<file path="src/rtl/square_scheduler.sv">
// -----------------------------------------------------------------------------
// square_scheduler
//
// Shared squaring engine behind a round-robin scheduler. Several requesters
// offer unsigned operands; one is granted at a time, its square is built by
// an iterative shift-add datapath (one partial product per cycle) and the
// result is returned together with the requester's index.
//
// Handshake rule (both ports): a transfer happens on a rising clock edge where
// valid and ready are both high. The requester side is ready-driven: the
// block raises at most one req_ready bit, only for a requester whose
// req_valid is high, and only while idle. The result side holds res_valid,
// res_data and res_id stable until res_ready is seen high.
//
// Ports:
//   clk        system clock, rising edge
//   rst        asynchronous, active-high reset
//   req_valid  [NREQ]        requester i offers an operand
//   req_data   [NREQ*WIDTH]  operand i at bits [i*WIDTH +: WIDTH]
//   req_ready  [NREQ]        one-hot accept, combinational in IDLE
//   res_valid                result available (state DONE)
//   res_ready                consumer accepts result
//   res_data   [2*WIDTH]     square of the accepted operand
//   res_id     [IDW]         index of the requester that supplied it
//   busy                     high whenever the FSM is not idle
//   state_dbg  [2]           current FSM state encoding (IDLE=0 CALC=1 DONE=2)
// -----------------------------------------------------------------------------
module square_scheduler #(
   parameter int WIDTH = 8,
   parameter int NREQ  = 4,
   parameter int IDW   = $clog2(NREQ)
) (
   input  logic                    clk,
   input  logic                    rst,
   input  logic [NREQ-1:0]         req_valid,
   input  logic [NREQ*WIDTH-1:0]   req_data,
   output logic [NREQ-1:0]         req_ready,
   output logic                    res_valid,
   input  logic                    res_ready,
   output logic [2*WIDTH-1:0]      res_data,
   output logic [IDW-1:0]          res_id,
   output logic                    busy,
   output logic [1:0]              state_dbg
);

   typedef enum logic [1:0] {
      IDLE = 2'd0,
      CALC = 2'd1,
      DONE = 2'd2
   } state_t;

   localparam int CW = (WIDTH > 1) ? $clog2(WIDTH) : 1;

   state_t               state, state_nxt;
   logic [IDW-1:0]       ptr;
   logic [IDW-1:0]       id;
   logic [WIDTH-1:0]     op;
   logic [2*WIDTH-1:0]   acc;
   logic [CW-1:0]        cnt;

   logic                 grant_found;
   logic [IDW-1:0]       grant_id;
   logic [IDW-1:0]       arb_idx;
   logic [2*WIDTH-1:0]   op_ext;

   assign op_ext = {{WIDTH{1'b0}}, op};

   // Round-robin search starting at ptr. NREQ is a power of two, so the
   // IDW-bit addition wraps modulo NREQ for free.
   always_comb begin
      grant_found = 1'b0;
      grant_id    = '0;
      arb_idx     = '0;
      for (int k = 0; k < NREQ; k++) begin
         arb_idx = ptr + IDW'(k);
         if (!grant_found && req_valid[arb_idx]) begin
            grant_found = 1'b1;
            grant_id    = arb_idx;
         end
      end
   end

   // Next-state and handshake outputs. req_ready is suppressed while rst is
   // high because the asynchronous reset already forces IDLE, which would
   // otherwise let a grant leak out during reset.
   always_comb begin
      state_nxt = state;
      req_ready = '0;
      case (state)
         IDLE: begin
            if (grant_found && !rst) begin
               req_ready[grant_id] = 1'b1;
               state_nxt           = CALC;
            end
         end
         CALC: begin
            if (cnt == CW'(WIDTH - 1)) begin
               state_nxt = DONE;
            end
         end
         DONE: begin
            if (res_ready) begin
               state_nxt = IDLE;
            end
         end
         default: state_nxt = IDLE;
      endcase
   end

   always_ff @(posedge clk or posedge rst) begin
      if (rst) begin
         state <= IDLE;
      end else begin
         state <= state_nxt;
      end
   end

   // Datapath: capture on the grant edge, then one partial product per cycle.
   always_ff @(posedge clk or posedge rst) begin
      if (rst) begin
         ptr <= '0;
         id  <= '0;
         op  <= '0;
         acc <= '0;
         cnt <= '0;
      end else begin
         case (state)
            IDLE: begin
               if (grant_found) begin
                  op  <= req_data[grant_id*WIDTH +: WIDTH];
                  id  <= grant_id;
                  acc <= '0;
                  cnt <= '0;
                  ptr <= grant_id + 1'b1;
               end
            end
            CALC: begin
               if (op[cnt]) begin
                  acc <= acc + (op_ext << cnt);
               end
               cnt <= cnt + 1'b1;
            end
            default: ;
         endcase
      end
   end

   assign res_valid = (state == DONE);
   assign res_data  = acc;
   assign res_id    = id;
   assign busy      = (state != IDLE);
   assign state_dbg = state;

endmodule

</file>
<file path="config.mk">
export PLATFORM = sky130hd
export DESIGN_NAME = square_scheduler
export DESIGN_NICKNAME = d
export VERILOG_FILES = /design/src/rtl/square_scheduler.sv
export SDC_FILE = /design/constraint.sdc
export NUM_CORES = 1
export LEC_CHECK = 0
export BUFFER_PORTS_ARGS = -buffer_cell sky130_fd_sc_hd__buf_2
export CAP_MARGIN = 5
export CORE_MARGIN = 2
export CORE_UTILIZATION = 30
export CTS_CLUSTER_SIZE = 16
export DETAILED_ROUTE_END_ITERATION = 10
export PLACE_DENSITY = 0.53
export SETUP_SLACK_MARGIN = 0.2
export SLEW_MARGIN = 40
export SYNTH_ARGS = -nofsm -noshare
export SYNTH_HDL_FRONTEND = slang
export SYNTH_SLANG_ARGS = --single-unit
</file>
<file path="constraint.sdc">
create_clock -name clk -period 8.74 [get_ports clk]
set_input_delay 1.748 -clock clk [delete_from_list [all_inputs] [get_ports clk]]
set_output_delay 1.748 -clock clk [all_outputs]
set_load 0.01 [all_outputs]
</file>
==> summary.txt, run 1 <==
Yosys
  • Post-Syn Area per Cell: 8.86 um2
  • Ys async rst share: 100%
  • Sequential area share after synthesis: 31.1%
  • Synthesized cell area: 2660 um2
  • Net Count, Synth: 361
  • Mapped Cells: 300
  • #FFs+latches synth: 33
  • Synth warn: 0
  • Synth Flop Type: dfrtp_1
  • Synth cell types: 44
  • Number of flops mapped to enable cells by yosys: 0

Clocking
  • Hold-fix buffer count after cts: 0
  • Total CTS buffers: 5
  • TritonCTS Sinks: 33
  • H-tree depth: 2
  • CTS root buf: clkbuf_8
  • Clock transition at path regs: 60 ps
  • Post-CTS Setup Bufs: 0
  • CTS tree: done
  • CTS resizes: 0
  • Skew-Pair Late Insertion Delay: 290 ps
  • Max clock buf depth: 2

Setup path
  • Reg-to-Reg Start: cnt[1]
  • Startpoint type of the worst setup path: input port
  • Setup CP Type: in -> out
  • CP Capture Type: output port
  • Critical Path RT: 6990 ps
  • Critical path origin: req_valid[0]
  • CP max FO: 10
  • Critical path data arrival time: 3360 ps

Placement
  • Buffers added on ports: 64
  • Dpl hpwl: 4.75 mm
  • Gpl congestion: 0.758

Layout
  • Area Growth Syn to Fin: 19.3%
  • Share of layout cells above drive strength 1: 26.0%
  • Fillers: 899
  • Antenna cells: 0
  • Commonest non-fill, non-tap cell in the layout: buf_2
  • Nets: 422
  • Most frequent cells in the layout: buf_2, dfrtp_1, nand2_1

Worst hold path
  • HP Class: reg -> reg
  • Hold path startpoint: res_data[15]

Global route
  • Vias in the first global route: 2295
  • GRT Util Overall: 13.3%
  • GR Overflow Total: 0
  • Met1 Resource Use GR: 18.2%
  • M3 GR Usage: 3.01%
  • Met2 GRT Util: 21.7%
  • Largest net degree at the start of global routing: 38
  • Global-route wire length before repair: 10.8 mm
  • Initial antenna violation count: 0
  • Busiest grt layer: met2

Floorplanning
  • Core area: 8640 um2
  • Die area: 9630 um2
  • Cell row count: 34
  • Starting Density: 30.8%
  • I/O pin count: 65
  • Die X: 98.1 um
  • Height of the die: 98.1 um

Timing
  • Worst clock skew: 6.59 ps
  • Setup_tns: 0 ps
  • Final setup violation count: 0
  • WHS: 478 ps
  • RSZ-0062 raised after global routing: no
  • Fin crit period: 5110 ps
  • Fmax: 196 MHz
  • Final slew viol count: 0
  • Final period util: 58.5%
  • Final Hold Viols: 0
  • Slew @ Worst Pin: 650 ps
  • Worst slew margin: 56.6%

Route
  • DR pass1 iterations: 4
  • DR DRC count: 0
  • Via density: 4.91
  • Initial DRC Count: 65
  • Total Wirelength: 6.10 mm
  • WL/cell: 13.0 um
  • Antenna Nets Post-Route: 0
  • Vias: 2304

Flow run
  • Max-cap violations: 0

Power
  • Pleak: 1.54 nW
  • Peak supply drop: 0.128 mV
  • PD cells: 439 nW/um2

Run status
  • Outcome: complete, no violations
through the flow:
step	cells	power (mW)	util, %	worst slack, ps	area (um2)
2_1_floorplan	300	1.07	-	3870	2660
3_3_place_gp	461	1.27	35.5	3270	3070
3_5_place_dp	462	1.28	35.7	3600	3080
4_1_cts	469	1.41	36.7	3600	3170
5_1_grt	469	1.55	36.7	3520	3170
6_report	469	1.39	36.7	3630	3170
power by group:
group          switching (mW)  internal, mW
sequential             0.0966         0.229
clock                  0.0578        0.0623
combinational           0.521         0.425
logic make-up (layout without fill, tap and decap cells):
| group | Yosys count | in the layout | synth area share (%) |
|---|---|---|---|
| multiplexers | 36 | 36 | 15.1 |
| XOR/XNOR | 11 | 11 | 3.63 |
| AO/OA/AOI/OAI | 84 | 84 | 19.6 |
| adder cells (fa/ha/maj) | 22 | 22 | 10.6 |
| flip-flops | 33 | 33 | 31.1 |
| AND/OR/NAND/NOR | 88 | 88 | 15.9 |
| buffers and inverters | 26 | 87 | 4.05 |
worst max-delay path: stages:
cell	delay, ps
buf_2	140
mux2i_1	140
nor2_1	80
a311oi_4	560
inv_1	170
ha_1	220
and3_1	170
buf_2	140
Yosys cell counts, types with 4 or more instances:
library cell   n  area [um2]
mux2i_1       21         210
a21oi_1       24         120
and3_1         4        25.0
inv_1         13        48.8
nand2b_1       8        50.1
nor2_1        17        63.8
nand3_1       18        90.1
xor2_1         4        35.0
dfrtp_1       33         826
o21ai_0       25         125
o22ai_1       13        81.3
ha_1          21         263
nand2_1       26        97.6
xnor2_1        7        61.3
clkbuf_1       9        33.8
mux2_2        13         146
layout make-up:
class / instances / area (um2) / area share [%]
well taps: 108 / 135 / 4.26
multi-input cells: 241 / 1730 / 54.5
flip-flops and latches: 33 / 826 / 26.1
clock buffers: 6 / 82.6 / 2.61
clock inverters: 1 / 7.51 / 0.237
repair buffers: 67 / 343 / 10.8
inverters: 13 / 48.8 / 1.54
layer usage:
metal / share of wire (%) / vias to the layer above
li1: - / 1215
met1: 50 / 1025
met2: 45 / 57
met3: 4.8 / 7
met4: 0.85 / 0
met5: 0 / -
sequential cells by signal, indices dropped and copies added (netlist names):
signal	flops
cnt	3
op	8
ptr	2
res_data	16
res_id	2
state_dbg	2
worst paths after layout:
kind | endpoint | slack [ps] | cells past startpoint
max in group asynchronous | res_data[10] | 6850 | 3
max reg2reg | res_data[15] | 5630 | 10
min | res_data[15] | 480 | 1
min in group asynchronous | state_dbg[1] | 1560 | 3
min reg2reg | res_data[15] | 480 | 1
max | req_ready[2] | 3630 | 8
Note: power is estimated with default switching activity, not from simulation.
==> run 2, diff against run 1 <==
--- a/config.mk
+++ b/config.mk
@@ -11,7 +11,7 @@
 export CORE_UTILIZATION = 30
 export CTS_CLUSTER_SIZE = 16
 export DETAILED_ROUTE_END_ITERATION = 10
-export PLACE_DENSITY = 0.53
+export PLACE_DENSITY = 0.55
 export SETUP_SLACK_MARGIN = 0.2
 export SLEW_MARGIN = 40
 export SYNTH_ARGS = -nofsm -noshare
==> constraint.sdc (replaced) <==
create_clock -name clk -period 4.7 [get_ports clk]
set_input_delay 0.94 -clock clk [delete_from_list [all_inputs] [get_ports clk]]
set_output_delay 0.94 -clock clk [all_outputs]
set_load 0.01 [all_outputs]
==> summary.txt, run 2 (same netlist as run 1, synthesis figures left out) <==
Power
  • Sequential share of power: 22.9% (was 23.4%)
  • Logic gate share of total power: 66.6% (was 68.0%)
  • Clock power share: 10.5% (was 8.6%)
  • Pleak: 1.55 nW (was 1.54 nW)
  • Internal: 1.38 mW (was 0.717 mW)
  • Sw frac: 48.2% (was 48.5%)
  • PD cells: 831 nW/um2 (was 439 nW/um2)
  • Total Power: 2.65 mW (was 1.39 mW)
  • Switching power: 1.28 mW (was 0.676 mW)
  • Peak supply drop: 0.219 mV (was 0.128 mV)

Worst hold path
  • Worst hold stages: 1 (unchanged)
  • HP Class: reg -> reg (unchanged)
  • Hold path startpoint: res_data[15] (unchanged)
  • Hold Path Sink: res_data[15] (unchanged)

Setup path
  • CP max FO: 20 (was 10)
  • Critical path data arrival time: 2450 ps (was 3360 ps)
  • Worst-path cell chain: buf_2, mux2i_1, nor2_1, a311oi_4, buf_4, inv_1, ha_1, and3_1, buf_2 (was buf_2, mux2i_1, nor2_1, a311oi_4, inv_1, ha_1, and3_1, buf_2)
  • RR Endpoint: res_data[13] (was res_data[15])
  • Setup CP Type: in -> out (unchanged)
  • CP Capture Type: output port (unchanged)
  • R2R depth: 10 (unchanged)
  • CP dominant cell by count: buf_2 (unchanged)
  • Reg-to-Reg Start: cnt[1] (unchanged)
  • Startpoint type of the worst setup path: input port (unchanged)
  • Worst path bufs/invs: 4 (was 3)
  • Family with the most delay on the worst path: buffers and inverters (was compound AO/OA/AOI/OAI gates)
  • Critical Path RT: 3760 ps (was 6990 ps)
  • CP peak stage delay: 310 ps (was 560 ps)
  • Setup slack, reg-to-reg: 1550 ps (was 5630 ps)
  • Crit-path slowest cell: buf_4 (was a311oi_4)

Global route
  • Initial antenna violation count: 0 (unchanged)
  • GR Overflow Total: 0 (unchanged)
  • GRT Util Overall: 13.3% (about the same)
  • Largest net degree at the start of global routing: 38 (unchanged)
  • Global-route wire length before repair: 10.8 mm (about the same)
  • Vias in the first global route: 2316 (was 2295)

Floorplanning
  • I/O pin count: 65 (unchanged)
  • Die X: 98.1 um (unchanged)
  • Starting Density: 30.8% (unchanged)
  • Cell row count: 34 (unchanged)
  • Height of the die: 98.1 um (unchanged)
  • Die area: 9630 um2 (unchanged)
  • Core area: 8640 um2 (unchanged)

Route
  • Vias: 2363 (was 2304)
  • DR pass1 iterations: 4 (unchanged)
  • Initial DRC Count: 50 (was 65)
  • Antenna Nets Post-Route: 0 (unchanged)
  • DR DRC count: 0 (unchanged)
  • WL/cell: 13.3 um (was 13.0 um)
  • Total Wirelength: 6.25 mm (was 6.10 mm)
  • Via density: 5.03 (was 4.91)

Timing
  • Slew @ Worst Pin: 660 ps (was 650 ps)
  • Fmax: 295 MHz
  • Final setup violation count: 0 (unchanged)
  • Final Hold Viols: 0 (unchanged)
  • RSZ-0062 raised after global routing: no (unchanged)
  • Setup_tns: 0 ps (unchanged)
  • Final slew viol count: 0 (unchanged)
  • Worst slew margin: 56.0% (was 56.6%)
  • Final period util: 72.2%
  • Fin crit period: 3390 ps
  • Worst clock skew: 7.76 ps (was 6.59 ps)
  • WHS: 481 ps (was 478 ps)
  • Setup slack after layout: 1310 ps (was 3630 ps)

Clocking
  • Clock transition at path regs: 80 ps (was 60 ps)
  • Max clock buf depth: 2 (unchanged)
  • H-tree depth: 2 (unchanged)
  • CTS tree: done (unchanged)
  • CTS resizes: 0 (unchanged)
  • CTS root buf: clkbuf_8 (unchanged)
  • Total CTS buffers: 5 (unchanged)
  • TritonCTS Sinks: 33 (unchanged)
  • Hold-fix buffer count after cts: 0 (unchanged)
  • Post-CTS Setup Bufs: 0 (unchanged)
  • Skew-Pair Late Insertion Delay: 290 ps (about the same)

Placement
  • Dpl hpwl: 4.68 mm (was 4.75 mm)
  • Gpl congestion: 0.745 (was 0.758)
  • Buffers added on ports: 64 (unchanged)
  • Dpl ws: 1300 ps (was 3600 ps)
  • Post-placement cell count: 462 (unchanged)
  • Placed Area: 3080 um2 (unchanged)

Layout
  • Final Util: 37.0% (was 36.7%)
  • Antenna cells: 0 (unchanged)
  • Share of layout cells above drive strength 1: 26.2% (was 26.0%)
  • Post-Layout Cell Count: 470 (was 469)
  • Area Growth Syn to Fin: 20.2% (was 19.3%)
  • Nets: 422 (unchanged)
  • Commonest non-fill, non-tap cell in the layout: buf_2 (unchanged)
  • Most frequent cells in the layout: buf_2, dfrtp_1, nand2_1 (unchanged)
  • Final Cell Area: 3190 um2 (was 3170 um2)
  • Max reg flops: 16 (unchanged)

Run status
  • Outcome: complete, no violations (unchanged)

Flow run
  • Max-cap violations: 0 (unchanged)
run 2: changes by cell type in the layout (fill, tap and decap cells not counted), sizes merged:
cell,delta
bufinv,+1
clkinv,+1
clkbuf,-1
run 2: worst max path at each step:
stage,startpoint,to,cells after the start
finish,req_valid[0],req_ready[0],9
global route,cnt[0],res_data[13],10
CTS,req_valid[0],req_ready[0],9
detailed placement,req_valid[0],req_ready[0],9
global placement,req_valid[0],req_ready[2],9
floorplan,req_valid[2],req_ready[2],7
run 2: routing by layer:
metal,vias to the layer above,track usage [%],routed length (um)
li1,1219,-,-
met1,1073,18.1,3110
met2,64,22.1,2810
met5,-,0,0
met3,7,2.79,285
met4,0,2.56,52
run 2: cell type report:
type	instances	area, um2
Fill cell	901	5440
Clock buffer	5	68.8
Sequential cell	33	826
Multi-Input combinational cell	241	1730
Timing Repair Buffer	67	343
Clock inverter	3	46.3
Inverter	13	48.8
Tap cell	108	135
run 2: power groups by stage:
| stage | Clock [mW] | Sequential (mW) | Combinational, mW |
|---|---|---|---|
| floorplan | 0 | 0.559 | 1.43 |
| global placement | 0 | 0.609 | 1.74 |
| detailed placement | 0 | 0.615 | 1.76 |
| CTS | 0.288 | 0.610 | 1.78 |
| global route | 0.299 | 0.637 | 2.01 |
| finish | 0.278 | 0.607 | 1.77 |
